## src/rtl/mem_port_arbiter.sv

```systemverilog
// ---------------------------------------------------------------------------
// mem_port_arbiter
//
// Shares one single-ported unified memory between the IF-stage instruction
// fetch and the MEM-stage load/store path. Each access is issued in IDLE,
// waits the fixed read latency in WAIT (reads only), and completes with a
// one-cycle grant pulse in DONE. Data accesses win arbitration, but a streak
// counter forces a fetch issue after MAX_DM_STREAK back-to-back data issues
// while fetch was waiting.
//
// Parameters
//   LATENCY        memory read latency in cycles (1..15)
//   MAX_DM_STREAK  max consecutive data issues while fetch waits (1..15)
//
// Ports
//   clk, reset                 rising-edge clock, async active-low reset
//   if_req/if_addr             fetch request (level) and byte address
//   if_gnt/if_rdata/if_stall   fetch completion pulse, fetched word, stall
//   dm_req/dm_we/dm_addr       data request, store select, byte address
//   dm_wdata/dm_wstrb          store data and byte enables
//   dm_gnt/dm_rdata/dm_stall   data completion pulse, load word, stall
//   mem_en/mem_we/mem_addr     memory access strobe, write enable, address
//   mem_wdata/mem_wstrb        memory write data and byte enables
//   mem_rdata                  memory read data
// ---------------------------------------------------------------------------
module mem_port_arbiter #(
  parameter int LATENCY       = 2,
  parameter int MAX_DM_STREAK = 4
) (
  input  logic        clk,
  input  logic        reset,
  input  logic        if_req,
  input  logic [31:0] if_addr,
  output logic        if_gnt,
  output logic [31:0] if_rdata,
  output logic        if_stall,
  input  logic        dm_req,
  input  logic        dm_we,
  input  logic [31:0] dm_addr,
  input  logic [31:0] dm_wdata,
  input  logic [3:0]  dm_wstrb,
  output logic        dm_gnt,
  output logic [31:0] dm_rdata,
  output logic        dm_stall,
  output logic        mem_en,
  output logic        mem_we,
  output logic [31:0] mem_addr,
  output logic [31:0] mem_wdata,
  output logic [3:0]  mem_wstrb,
  input  logic [31:0] mem_rdata
);

  localparam logic [1:0] ST_IDLE = 2'd0;
  localparam logic [1:0] ST_WAIT = 2'd1;
  localparam logic [1:0] ST_DONE = 2'd2;

  localparam logic [3:0] LAT_C        = LATENCY[3:0];
  localparam logic [3:0] STREAK_MAX_C = MAX_DM_STREAK[3:0];
  localparam logic [3:0] STREAK_SAT_C = 4'hF;

  logic [1:0]  state_r;
  logic [3:0]  cnt_r;
  logic [3:0]  streak_r;
  logic        owner_dm_r;
  logic        if_gnt_r;
  logic        dm_gnt_r;
  logic [31:0] if_rdata_r;
  logic [31:0] dm_rdata_r;

  logic        sel_dm_s;
  logic        issue_s;
  logic        store_s;
  logic        capture_s;

  // Arbitration: data wins unless the fetch starvation guard has tripped.
  always_comb begin
    sel_dm_s = 1'b0;
    if (dm_req && (!if_req || (streak_r != STREAK_MAX_C))) begin
      sel_dm_s = 1'b1;
    end else begin
      sel_dm_s = 1'b0;
    end
  end

  // Issue happens only in IDLE; gating with reset keeps the memory quiet
  // while reset is held even though requests may be pending.
  always_comb begin
    issue_s   = reset && (state_r == ST_IDLE) && (if_req || dm_req);
    store_s   = sel_dm_s && dm_we;
    capture_s = (state_r == ST_WAIT) && (cnt_r == LAT_C);
  end

  // Memory port: driven combinationally from the selected requester in the
  // issue cycle, all-zero otherwise (wstrb stays 0 on reads).
  always_comb begin
    mem_en    = 1'b0;
    mem_we    = 1'b0;
    mem_addr  = 32'h0000_0000;
    mem_wdata = 32'h0000_0000;
    mem_wstrb = 4'h0;
    if (issue_s) begin
      mem_en   = 1'b1;
      mem_we   = store_s;
      mem_addr = sel_dm_s ? dm_addr : if_addr;
      if (store_s) begin
        mem_wdata = dm_wdata;
        mem_wstrb = dm_wstrb;
      end else begin
        mem_wdata = 32'h0000_0000;
        mem_wstrb = 4'h0;
      end
    end else begin
      mem_en = 1'b0;
    end
  end

  // Access sequencer: issue, latency count, completion.
  always_ff @(posedge clk or negedge reset) begin
    if (!reset) begin
      state_r    <= ST_IDLE;
      cnt_r      <= 4'd0;
      owner_dm_r <= 1'b0;
    end else begin
      case (state_r)
        ST_IDLE: begin
          if (issue_s) begin
            owner_dm_r <= sel_dm_s;
            cnt_r      <= 4'd1;
            state_r    <= store_s ? ST_DONE : ST_WAIT;
          end
        end
        ST_WAIT: begin
          if (capture_s) begin
            state_r <= ST_DONE;
          end else begin
            cnt_r <= cnt_r + 4'd1;
          end
        end
        ST_DONE: begin
          state_r <= ST_IDLE;
        end
        default: begin
          state_r <= ST_IDLE;
        end
      endcase
    end
  end

  // Starvation guard: counts data issues made while fetch was waiting.
  always_ff @(posedge clk or negedge reset) begin
    if (!reset) begin
      streak_r <= 4'd0;
    end else if (issue_s) begin
      if (sel_dm_s && if_req) begin
        streak_r <= (streak_r == STREAK_SAT_C) ? STREAK_SAT_C : streak_r + 4'd1;
      end else begin
        streak_r <= 4'd0;
      end
    end
  end

  // Grant pulses are registered so they line up with the DONE cycle.
  always_ff @(posedge clk or negedge reset) begin
    if (!reset) begin
      if_gnt_r <= 1'b0;
      dm_gnt_r <= 1'b0;
    end else begin
      if_gnt_r <= capture_s && !owner_dm_r;
      dm_gnt_r <= (capture_s && owner_dm_r) || (issue_s && store_s);
    end
  end

  // Read-data capture into the owner's holding register; stores never get here.
  always_ff @(posedge clk or negedge reset) begin
    if (!reset) begin
      if_rdata_r <= 32'h0000_0000;
      dm_rdata_r <= 32'h0000_0000;
    end else if (capture_s) begin
      if (owner_dm_r) begin
        dm_rdata_r <= mem_rdata;
      end else begin
        if_rdata_r <= mem_rdata;
      end
    end
  end

  // Requester-side outputs.
  always_comb begin
    if_gnt   = if_gnt_r;
    dm_gnt   = dm_gnt_r;
    if_rdata = if_rdata_r;
    dm_rdata = dm_rdata_r;
    if_stall = if_req && !if_gnt_r;
    dm_stall = dm_req && !dm_gnt_r;
  end

endmodule

```

## config.mk

```make
export PLATFORM = sky130hd
export DESIGN_NAME = mem_port_arbiter
export DESIGN_NICKNAME = d
export VERILOG_FILES = /design/src/rtl/mem_port_arbiter.sv
export SDC_FILE = /design/constraint.sdc
export NUM_CORES = 1
export LEC_CHECK = 0
export ABC_CLOCK_PERIOD_IN_PS = 2300
export CORE_MARGIN = 2
export CORE_UTILIZATION = 34
export CTS_CLUSTER_DIAMETER = 150
export DETAILED_ROUTE_END_ITERATION = 10
export PLACE_DENSITY_LB_ADDON = 0.08
export SYNTH_ARGS = -nofsm -noshare
export SYNTH_HDL_FRONTEND = slang
export SYNTH_SLANG_ARGS = --single-unit
```

## constraint.sdc

```tcl
create_clock -name clk -period 2.3 [get_ports clk]
set_clock_uncertainty 0.1 [all_clocks]
set_input_delay 0.23 -clock clk [delete_from_list [all_inputs] [get_ports clk]]
set_output_delay 0.23 -clock clk [all_outputs]
set_load 0.05 [all_outputs]
```

==> results.json, run 1 <==
{
  "peakVddDrop_v": 0.0005021,
  "routed_wl_um": 14950,
  "drt_iter0_drc": 261,
  "synth_seq_area_share_pct": 45.32,
  "crit-reg2reg-launch": "cnt_r[0]$_DFFE_PN0P_",
  "synth-seq-cells": 77,
  "hold_viol": 0,
  "worst_slack_ns": -0.05305,
  "slew_viol_final": 0,
  "synth_edf_count": 0,
  "numPortBuffers": 274,
  "nets": 824,
  "tns_ns": -0.5626,
  "cpPeakStageDelay_ns": 0.37,
  "antenna_cells": 0,
  "synth_warnings": 0,
  "crit_chain": "inv_2 -> ha_4 -> nand4b_1 -> and2_4 -> bufbuf_16 -> mux2i_4 -> buf_12",
  "rows": 40,
  "violations": "setup timing",
  "period_minus_slack_ns": 2.353,
  "end_kind": "output pin",
  "ys.flop_type": "dfrtp_1",
  "rsz0062_at_grt": "yes",
  "synthTopCellsByArea": "dfrtp_1 (45%), mux2_2 (17%), mux2i_1 (8.0%), nand3_1 (7.9%), nor3_1 (4.4%)",
  "yosysTopAreaCell": "dfrtp_1",
  "arrival_ns": 2.02,
  "gp_congestion": 0.8108,
  "gr-total-overflow": 0,
  "cap_violations": 0,
  "drive_gt1_share_pct": 32.56,
  "antenna_found_initial": 0,
  "start_kind": "flip-flop",
  "outcome": "finished, violations left",
  "grt.total_usage_pct": 21.33,
  "hp-class": "in2async",
  "via_per_inst": 4.835,
  "async_reset_ff_share_pct": 100.0,
  "holdWs_ns": 0.1677,
  "p_leak_nw": 3.567,
  "worstPathRequired_ns": 1.97,
  "path_clk_slew_ns": 0.06,
  "max_slew_margin_pct": 37.01,
  "hpwl_um": 11110,
  "vias": 4139,
  "synth.distinct_cells": 36,
  "r2r-end": "dm_rdata[23]$_DFFE_PN0P_",
  "yosysTopAreaCellShare_pct": 45.32,
  "htree_levels": 3,
  "syn_inst": 405,
  "drt-wirelength-per-cell_um": 17.47,
  "root_buffer": "clkbuf_16",
  "cts_sinks": 77,
  "synth_nets": 546,
  "final_cell_mix": "clkdlybuf4s50_1 (201), buf_12 (79), dfrtp_1 (77)",
  "fp.dieH_um": 115.8,
  "die_w_um": 115.8,
  "clock.fmax_mhz": 425.0,
  "fin_cells": 856,
  "drc": 0,
  "cts_tree": "done",
  "setup_viol": 26,
  "slowest_stage": "dfrtp_1",
  "area_growth_pct": 106.4,
  "detail-route-antenna-nets": 0,
  "io_pins": 275,
  "core-area_um2": 12110,
  "die-area_um2": 13420,
  "cts-buffers-inserted": 9,
  "reg2reg_depth": 7,
  "syn_area_um2": 4252,
  "power_density_nw_per_um2": 1166,
  "place_inst": 827,
  "drt-pass1-iter-count": 4,
  "grt_pass1_wl_um": 22230,
  "clock_latency_ns": 0.32,
  "grt_pass1_vias": 4343,
  "min_period_over_period_pct": 102.3,
  "grt_max_degree": 77,
  "worst_pin_slew_ns": 0.9449,
  "final_common_cell": "clkdlybuf4s50_1",
  "start_util_pct": 35.10,
  "regToRegSetupSlack_ns": 0.33,
  "critical_path_class": "reg2out",
  "crit_path_max_fanout": 6,
  "ctsLongestPathBuffers": 2,
  "syn_area_per_cell_um2": 10.50
}
## flip-flops by register name, summed over array words and instances, names as in the netlist
register	count
dm_rdata	32
if_rdata	32
cnt_r	4
streak_r	4
state_r	2
dm_gnt	1
if_gnt	1
owner_dm_r	1
## area by class of cell
type                    instances  area [µm²]
repair buffers                301        3807
fillers                       863        3337
multi-input cells             250        2376
flip-flops and latches         77        1927
clock buffers                  13       270.3
well taps                     168       210.2
inverters                      44       165.2
clock inverters                 3       18.77
## synthesized netlist by cell type, types with 2 or more instances
cell type,instances
nor3_1,37
a311o_1,2
mux2i_1,34
and3_1,2
ha_1,4
buf_4,3
nand2_1,2
mux2_2,65
nor2b_1,4
nand2b_1,2
nand3_1,67
dfrtp_1,77
buf_6,4
a31oi_1,3
clkbuf_1,19
a21oi_1,4
inv_1,44
o21ai_0,5
nor2_1,3
and2_1,2
buf_2,5
buf_12,3
## cells by family (layout without fill, tap and decap cells)
kind of cell               after synthesis  after routing  share of synthesized area, %
DFF                                     77             77                         45.32
and+or+nand+nor                        126            126                         15.74
buffers and inverters                   78            361                         9.152
AOI/OAI and AO/OA                       20             20                         3.120
muxes                                  100            100                         25.49
adders and majority gates                4              4                         1.177
## critical path, delay by kind of cell (launching register included)
kind,cells,cell delay [ns]
fa+ha+maj,1,0.16
buf+inv,3,0.53
flops,1,0.37
mux,1,0.27
simple gates,2,0.38
## per-layer routing
layer	routed length [µm]	track usage, %
met1	5411	23.73
met2	7778	37.70
met3	1272	7.061
met4	491	8.492
met5	0	0
## worst max-delay path by stage
| stage | to | start | cells after the start |
|---|---|---|---|
| 3_5_place_dp | mem_addr[31] | if_req | 6 |
| 5_1_grt | mem_wdata[21] | streak_r[0]$_DFFE_PN0P_ | 7 |
| 3_3_place_gp | mem_addr[31] | if_req | 6 |
| 4_1_cts | mem_addr[30] | streak_r[0]$_DFFE_PN0P_ | 8 |
| 6_report | mem_addr[12] | streak_r[0]$_DFFE_PN0P_ | 7 |
| 2_1_floorplan | mem_wdata[10] | streak_r[0]$_DFFE_PN0P_ | 6 |
## through the flow
step / total power [W] / setup slack, ns / utilization (%) / cell area (µm²)
3_3_place_gp: 0.008546 / 0.1286 / 65.97 / 7990
6_report: 0.01023 / -0.05305 / 72.45 / 8775
4_1_cts: 0.01025 / -0.02443 / 71.58 / 8670
3_5_place_dp: 0.008701 / 0.07510 / 65.97 / 7990
5_1_grt: 0.01069 / -0.1428 / 72.45 / 8775
2_1_floorplan: 0.006263 / -0.1847 / - / 4364
## where the power goes
| part | total, W | switching (W) | leakage (nW) | internal (W) |
|---|---|---|---|---|
| sequential | 0.00239 | 0.000384 | 0.946 | 0.00200 |
| clock | 0.00132 | 0.000501 | 0.146 | 0.000817 |
| combinational | 0.00653 | 0.00390 | 2.48 | 0.00262 |
| total | 0.0102 | 0.00479 | 3.57 | 0.00544 |
## what timing repair did
action,4_1_cts,5_1_grt
setup endpoints to repair,68,69
hold buffers,1,0
gates cloned,3,1
pin swaps,2,1
setup buffers,6,5
resized for setup,36,20
endpoints found under the hold margin,1,0
(Power assumes the default switching activity.)
==> inputs of run 2 (changes only) <==
--- a/config.mk
+++ b/config.mk
@@ -11,6 +11,7 @@
 export CTS_CLUSTER_DIAMETER = 150
 export DETAILED_ROUTE_END_ITERATION = 10
 export PLACE_DENSITY_LB_ADDON = 0.08
+export SKIP_CTS_REPAIR_TIMING = 1
 export SYNTH_ARGS = -nofsm -noshare
 export SYNTH_HDL_FRONTEND = slang
 export SYNTH_SLANG_ARGS = --single-unit
==> run 2 against run 1 <==
  * Power is 1.0% higher
  * Register-to-register slack barely moved
  * First-iteration DRC count down 26%
  * Critical endpoint is now mem_addr[4]
  * Clock-buffer cell count unchanged
  * Sequential power barely moved
  * Maximum frequency up 0.64%
  * Critical path type unchanged
  * Largest cell class unchanged
  * Wire length up 6.9%
  * Worst hold slack better by 0.0037 ns
  * Cell count shrank 0.58%
  * The run still ends with setup timing left
  * Setup slack better by 0.015 ns
  * Sequential cell count did not move
==> results.json, run 2 (synthesized netlist as in run 1, its figures left out) <==
{
  "tns_ns": -0.6491,
  "cap_violations": 0,
  "violations": "setup timing",
  "antenna_cells": 0,
  "via_per_inst": 4.993,
  "vias": 4249,
  "drive_gt1_share_pct": 37.04,
  "max_slew_margin_pct": 38.12,
  "cts-buffers-inserted": 9,
  "detail-route-antenna-nets": 0,
  "critical_path_class": "reg2out",
  "cts_tree": "done",
  "clock.fmax_mhz": 427.7,
  "cp_top_family": "buffers and inverters",
  "hold_viol": 0,
  "numPortBuffers": 274,
  "place_inst": 827,
  "rsz0062_at_grt": "yes",
  "start_kind": "flip-flop",
  "grt_max_degree": 77,
  "gp_congestion": 0.8108,
  "switching_share_pct": 47.24,
  "crit-reg2reg-launch": "cnt_r[0]$_DFFE_PN0P_",
  "p_int_w": 0.005454,
  "grt.total_usage_pct": 20.24,
  "final_common_cell": "clkdlybuf4s50_1",
  "worst_pin_slew_ns": 0.9282,
  "antenna_found_initial": 0,
  "drt-pass1-iter-count": 4,
  "cpPeakStageDelay_ns": 0.39,
  "regToRegSetupSlack_ns": 0.33,
  "cts_sinks": 77,
  "seqPwrFrac_pct": 23.1,
  "nets": 819,
  "crit_chain": "inv_2 -> ha_4 -> nand4b_1 -> and2_4 -> buf_12 -> mux2i_4 -> buf_12",
  "pwr-share-comb_pct": 64.2,
  "area_growth_pct": 114.9,
  "root_buffer": "clkbuf_16",
  "period_minus_slack_ns": 2.338,
  "drt-wirelength-per-cell_um": 18.79,
  "clock_latency_ns": 0.31,
  "drc": 0,
  "ctsLongestPathBuffers": 2,
  "fp.dieH_um": 115.8,
  "fin_cells": 851,
  "hpwl_um": 11110,
  "r2r-end": "dm_rdata[7]$_DFFE_PN0P_",
  "final_cell_mix": "clkdlybuf4s50_1 (201), buf_12 (79), dfrtp_1 (77)",
  "start_util_pct": 35.10,
  "outcome": "finished, violations left",
  "grt_pass1_vias": 4165,
  "rows": 40,
  "drt_iter0_drc": 193,
  "slowest_stage": "dfrtp_1",
  "p_leak_nw": 3.681,
  "worst_slack_ns": -0.03817,
  "power_density_nw_per_um2": 1131,
  "arrival_ns": 2.01,
  "routed_wl_um": 15990,
  "p_clk_share_pct": 12.7,
  "crit_path_max_fanout": 9,
  "die-area_um2": 13420,
  "holdWs_ns": 0.1715,
  "peakVddDrop_v": 0.0005025,
  "htree_levels": 3,
  "reg2reg_depth": 7,
  "p_sw_w": 0.004883,
  "hp-class": "in2async",
  "setup_viol": 28,
  "slew_viol_final": 0,
  "worstPathRequired_ns": 1.97,
  "min_period_over_period_pct": 101.7,
  "cp_common_cell": "buf_12",
  "grt_pass1_wl_um": 21220,
  "die_w_um": 115.8,
  "io_pins": 275,
  "end_kind": "output pin",
  "finalPower_w": 0.01034,
  "gr-total-overflow": 0,
  "cp.buffers_inverters": 3,
  "path_clk_slew_ns": 0.05,
  "core-area_um2": 12110
}
-- run 2: cell types whose count changed in the layout (fill, tap and decap cells not counted), sizes merged --
cell / previous run / this run
bufbuf: 1 / 0
clkbuf: 14 / 16
buf: 97 / 91
-- run 2: worst max-delay path by stage --
stage | from | to | slack, ns | cells past startpoint
floorplan | streak_r[0]$_DFFE_PN0P_ | mem_wdata[10] | -0.18 | 6
global placement | if_req | mem_addr[31] | 0.13 | 6
detailed placement | if_req | mem_addr[31] | 0.08 | 6
CTS | streak_r[0]$_DFFE_PN0P_ | mem_addr[31] | -0.17 | 7
global route | streak_r[1]$_DFFE_PN0P_ | mem_addr[10] | -0.13 | 7
finish | streak_r[0]$_DFFE_PN0P_ | mem_addr[4] | -0.04 | 7
-- run 2: power groups by stage --
stage / Clock [W] / Combinational [W] / Sequential [W]
after CTS: 0.00135 / 0.00630 / 0.00240
after floorplan: 0 / 0.00188 / 0.00439
final: 0.00131 / 0.00663 / 0.00239
after global routing: 0.00141 / 0.00691 / 0.00247
after detailed placement: 0 / 0.00629 / 0.00241
after global placement: 0 / 0.00618 / 0.00236
-- run 2: stage by stage --
| stage | worst slack, ns | utilization (%) | instance area, µm² |
|---|---|---|---|
| floorplan | -0.1847 | - | 4364 |
| global placement | 0.1286 | 65.97 | 7990 |
| detailed placement | 0.07510 | 65.97 | 7990 |
| CTS | -0.1711 | 68.36 | 8279 |
| global route | -0.1323 | 75.43 | 9136 |
| finish | -0.03817 | 75.43 | 9136 |
-- run 2: area by class of cell --
type	instances	area (µm²)
Fill cell	786	2975
Clock buffer	13	270.3
Tap cell	168	210.2
Inverter	44	165.2
Multi-Input combinational cell	250	2769
Sequential cell	77	1927
Clock inverter	3	18.77
Timing Repair Buffer	296	3776
-- run 2: layer usage --
| layer | global-route usage, % | part of all wire, % |
|---|---|---|
| met1 | 22.85 | 36 |
| met2 | 36.18 | 54 |
| met3 | 6.590 | 7.8 |
| met4 | 6.587 | 2.1 |
| met5 | 0 | 0 |
==> inputs of run 3 (changes only) <==
--- a/config.mk
+++ b/config.mk
@@ -7,10 +7,10 @@
 export LEC_CHECK = 0
 export ABC_CLOCK_PERIOD_IN_PS = 2300
 export CORE_MARGIN = 2
-export CORE_UTILIZATION = 34
+export CORE_UTILIZATION = 37
 export CTS_CLUSTER_DIAMETER = 150
 export DETAILED_ROUTE_END_ITERATION = 10
-export PLACE_DENSITY_LB_ADDON = 0.08
+export PLACE_DENSITY = 0.82
 export SKIP_CTS_REPAIR_TIMING = 1
 export SYNTH_ARGS = -nofsm -noshare
 export SYNTH_HDL_FRONTEND = slang
==> run 3 against run 2 <==
  * The flow still finishes with violations (setup timing)
  * Non-clock buffer count increased by 16
  * Core utilization increased by 4.3 points
  * Cell area decreased by 1.2%
  * Combinational power about the same
  * Global-route usage increased by 3.5 points
==> results.json, run 3 (synthesized netlist as in run 1, its figures left out) <==
{
  "clock_latency_ns": 0.34,
  "ctsLongestPathBuffers": 2,
  "gp_congestion": 0.8119,
  "numPortBuffers": 274,
  "clock.fmax_mhz": 430.1,
  "path_clk_slew_ns": 0.06,
  "critical_path_class": "reg2out",
  "final_cell_mix": "clkdlybuf4s50_1 (201), dfrtp_1 (77), buf_12 (77)",
  "p_leak_nw": 3.692,
  "fp.dieH_um": 111.2,
  "setup_viol": 14,
  "end_kind": "output pin",
  "drt_iter0_drc": 281,
  "antenna_cells": 0,
  "area_growth_pct": 112.3,
  "hpwl_um": 11440,
  "routed_wl_um": 17520,
  "cp.buffers_inverters": 3,
  "arrival_ns": 1.99,
  "drt-wirelength-per-cell_um": 20.80,
  "worst_pin_slew_ns": 0.8566,
  "io_pins": 275,
  "cts_tree": "done",
  "final_common_cell": "clkdlybuf4s50_1",
  "grt_max_degree": 71,
  "p_int_w": 0.005610,
  "crit_chain": "inv_2 -> ha_4 -> nand4b_1 -> and2_4 -> buf_12 -> mux2i_2 -> buf_12",
  "holdWs_ns": 0.05251,
  "die-area_um2": 12360,
  "slowest_stage": "dfrtp_1",
  "fin_cells": 842,
  "grt_pass1_vias": 4553,
  "switching_share_pct": 47.08,
  "seqPwrFrac_pct": 23.0,
  "start_kind": "flip-flop",
  "worst_slack_ns": -0.02496,
  "grt_pass1_wl_um": 23400,
  "hp-class": "in2async",
  "cp_top_family": "buffers and inverters",
  "power_density_nw_per_um2": 1174,
  "grt.total_usage_pct": 23.73,
  "outcome": "finished, violations left",
  "drc": 0,
  "cts-buffers-inserted": 9,
  "period_minus_slack_ns": 2.325,
  "worstPathRequired_ns": 1.97,
  "hold_viol": 0,
  "cpPeakStageDelay_ns": 0.41,
  "rows": 39,
  "via_per_inst": 5.242,
  "nets": 835,
  "cap_violations": 0,
  "p_sw_w": 0.004991,
  "rsz0062_at_grt": "yes",
  "core-area_um2": 11320,
  "max_slew_margin_pct": 42.89,
  "place_inst": 817,
  "pwr-share-comb_pct": 62.6,
  "root_buffer": "clkbuf_16",
  "antenna_found_initial": 0,
  "htree_levels": 3,
  "vias": 4414,
  "min_period_over_period_pct": 101.1,
  "drt-pass1-iter-count": 5,
  "die_w_um": 111.2,
  "cp_common_cell": "buf_12",
  "cts_sinks": 77,
  "peakVddDrop_v": 0.001217,
  "drive_gt1_share_pct": 38.20,
  "slew_viol_final": 0,
  "start_util_pct": 37.56,
  "p_clk_share_pct": 14.4,
  "violations": "setup timing",
  "finalPower_w": 0.01060,
  "crit_path_max_fanout": 8,
  "gr-total-overflow": 0,
  "detail-route-antenna-nets": 0
}
-- run 3: cell types whose count changed in the layout (fill, tap and decap cells not counted), sizes merged --
cell	previous run	this run
buf	91	106
clkbuf	16	13
bufinv	0	2
inv	44	46
-- run 3: worst paths after layout --
check / depth (start not counted) / slack [ns] / from / end
hold / removal: 2 / 0.05 / reset / dm_rdata[18]$_DFFE_PN0P_
min in group clk: 1 / 0.40 / dm_rdata[22]$_DFFE_PN0P_ / dm_rdata[22]$_DFFE_PN0P_
setup / recovery: 7 / -0.02 / streak_r[1]$_DFFE_PN0P_ / mem_addr[24]
setup reg to reg: 6 / 0.14 / cnt_r[0]$_DFFE_PN0P_ / if_rdata[19]$_DFFE_PN0P_
hold reg to reg: 1 / 0.40 / dm_rdata[22]$_DFFE_PN0P_ / dm_rdata[22]$_DFFE_PN0P_
max in group asynchronous: 2 / 1.50 / reset / if_rdata[19]$_DFFE_PN0P_
-- run 3: power groups by stage --
stage               Clock, W  Combinational [W]  Sequential, W
finish               0.00153            0.00663        0.00244
global route         0.00160            0.00686        0.00252
floorplan                  0            0.00188        0.00439
CTS                  0.00155            0.00632        0.00243
global placement           0            0.00615        0.00236
detailed placement         0            0.00629        0.00244
-- run 3: cell type report --
class | count | area, µm²
Fill cell | 639 | 2293
Inverter | 44 | 165.2
Multi-Input combinational cell | 250 | 2527
Sequential cell | 77 | 1927
Clock buffer | 9 | 225.2
Tap cell | 143 | 178.9
Clock inverter | 7 | 96.34
Timing Repair Buffer | 312 | 3908
-- run 3: through the flow --
| stage | instance area [µm²] | setup slack [ns] | TNS (ns) | utilization [%] |
|---|---|---|---|---|
| finish | 9027 | -0.02496 | -0.1516 | 79.74 |
| global placement | 8070 | 0.1136 | 0 | 71.29 |
| global route | 9027 | -0.1123 | -4.200 | 79.74 |
| CTS | 8392 | -0.1296 | -4.297 | 74.13 |
| detailed placement | 8070 | 0.09314 | 0 | 71.29 |
| floorplan | 4364 | -0.1847 | -6.571 | - |
-- run 3: per-layer routing --
layer	vias up	routed length, µm	global-route usage, %
met5	-	0	0
met3	55	1177	6.288
met1	2145	6088	24.19
met2	222	9460	44.92
li1	1992	-	-
met4	0	789	10.70
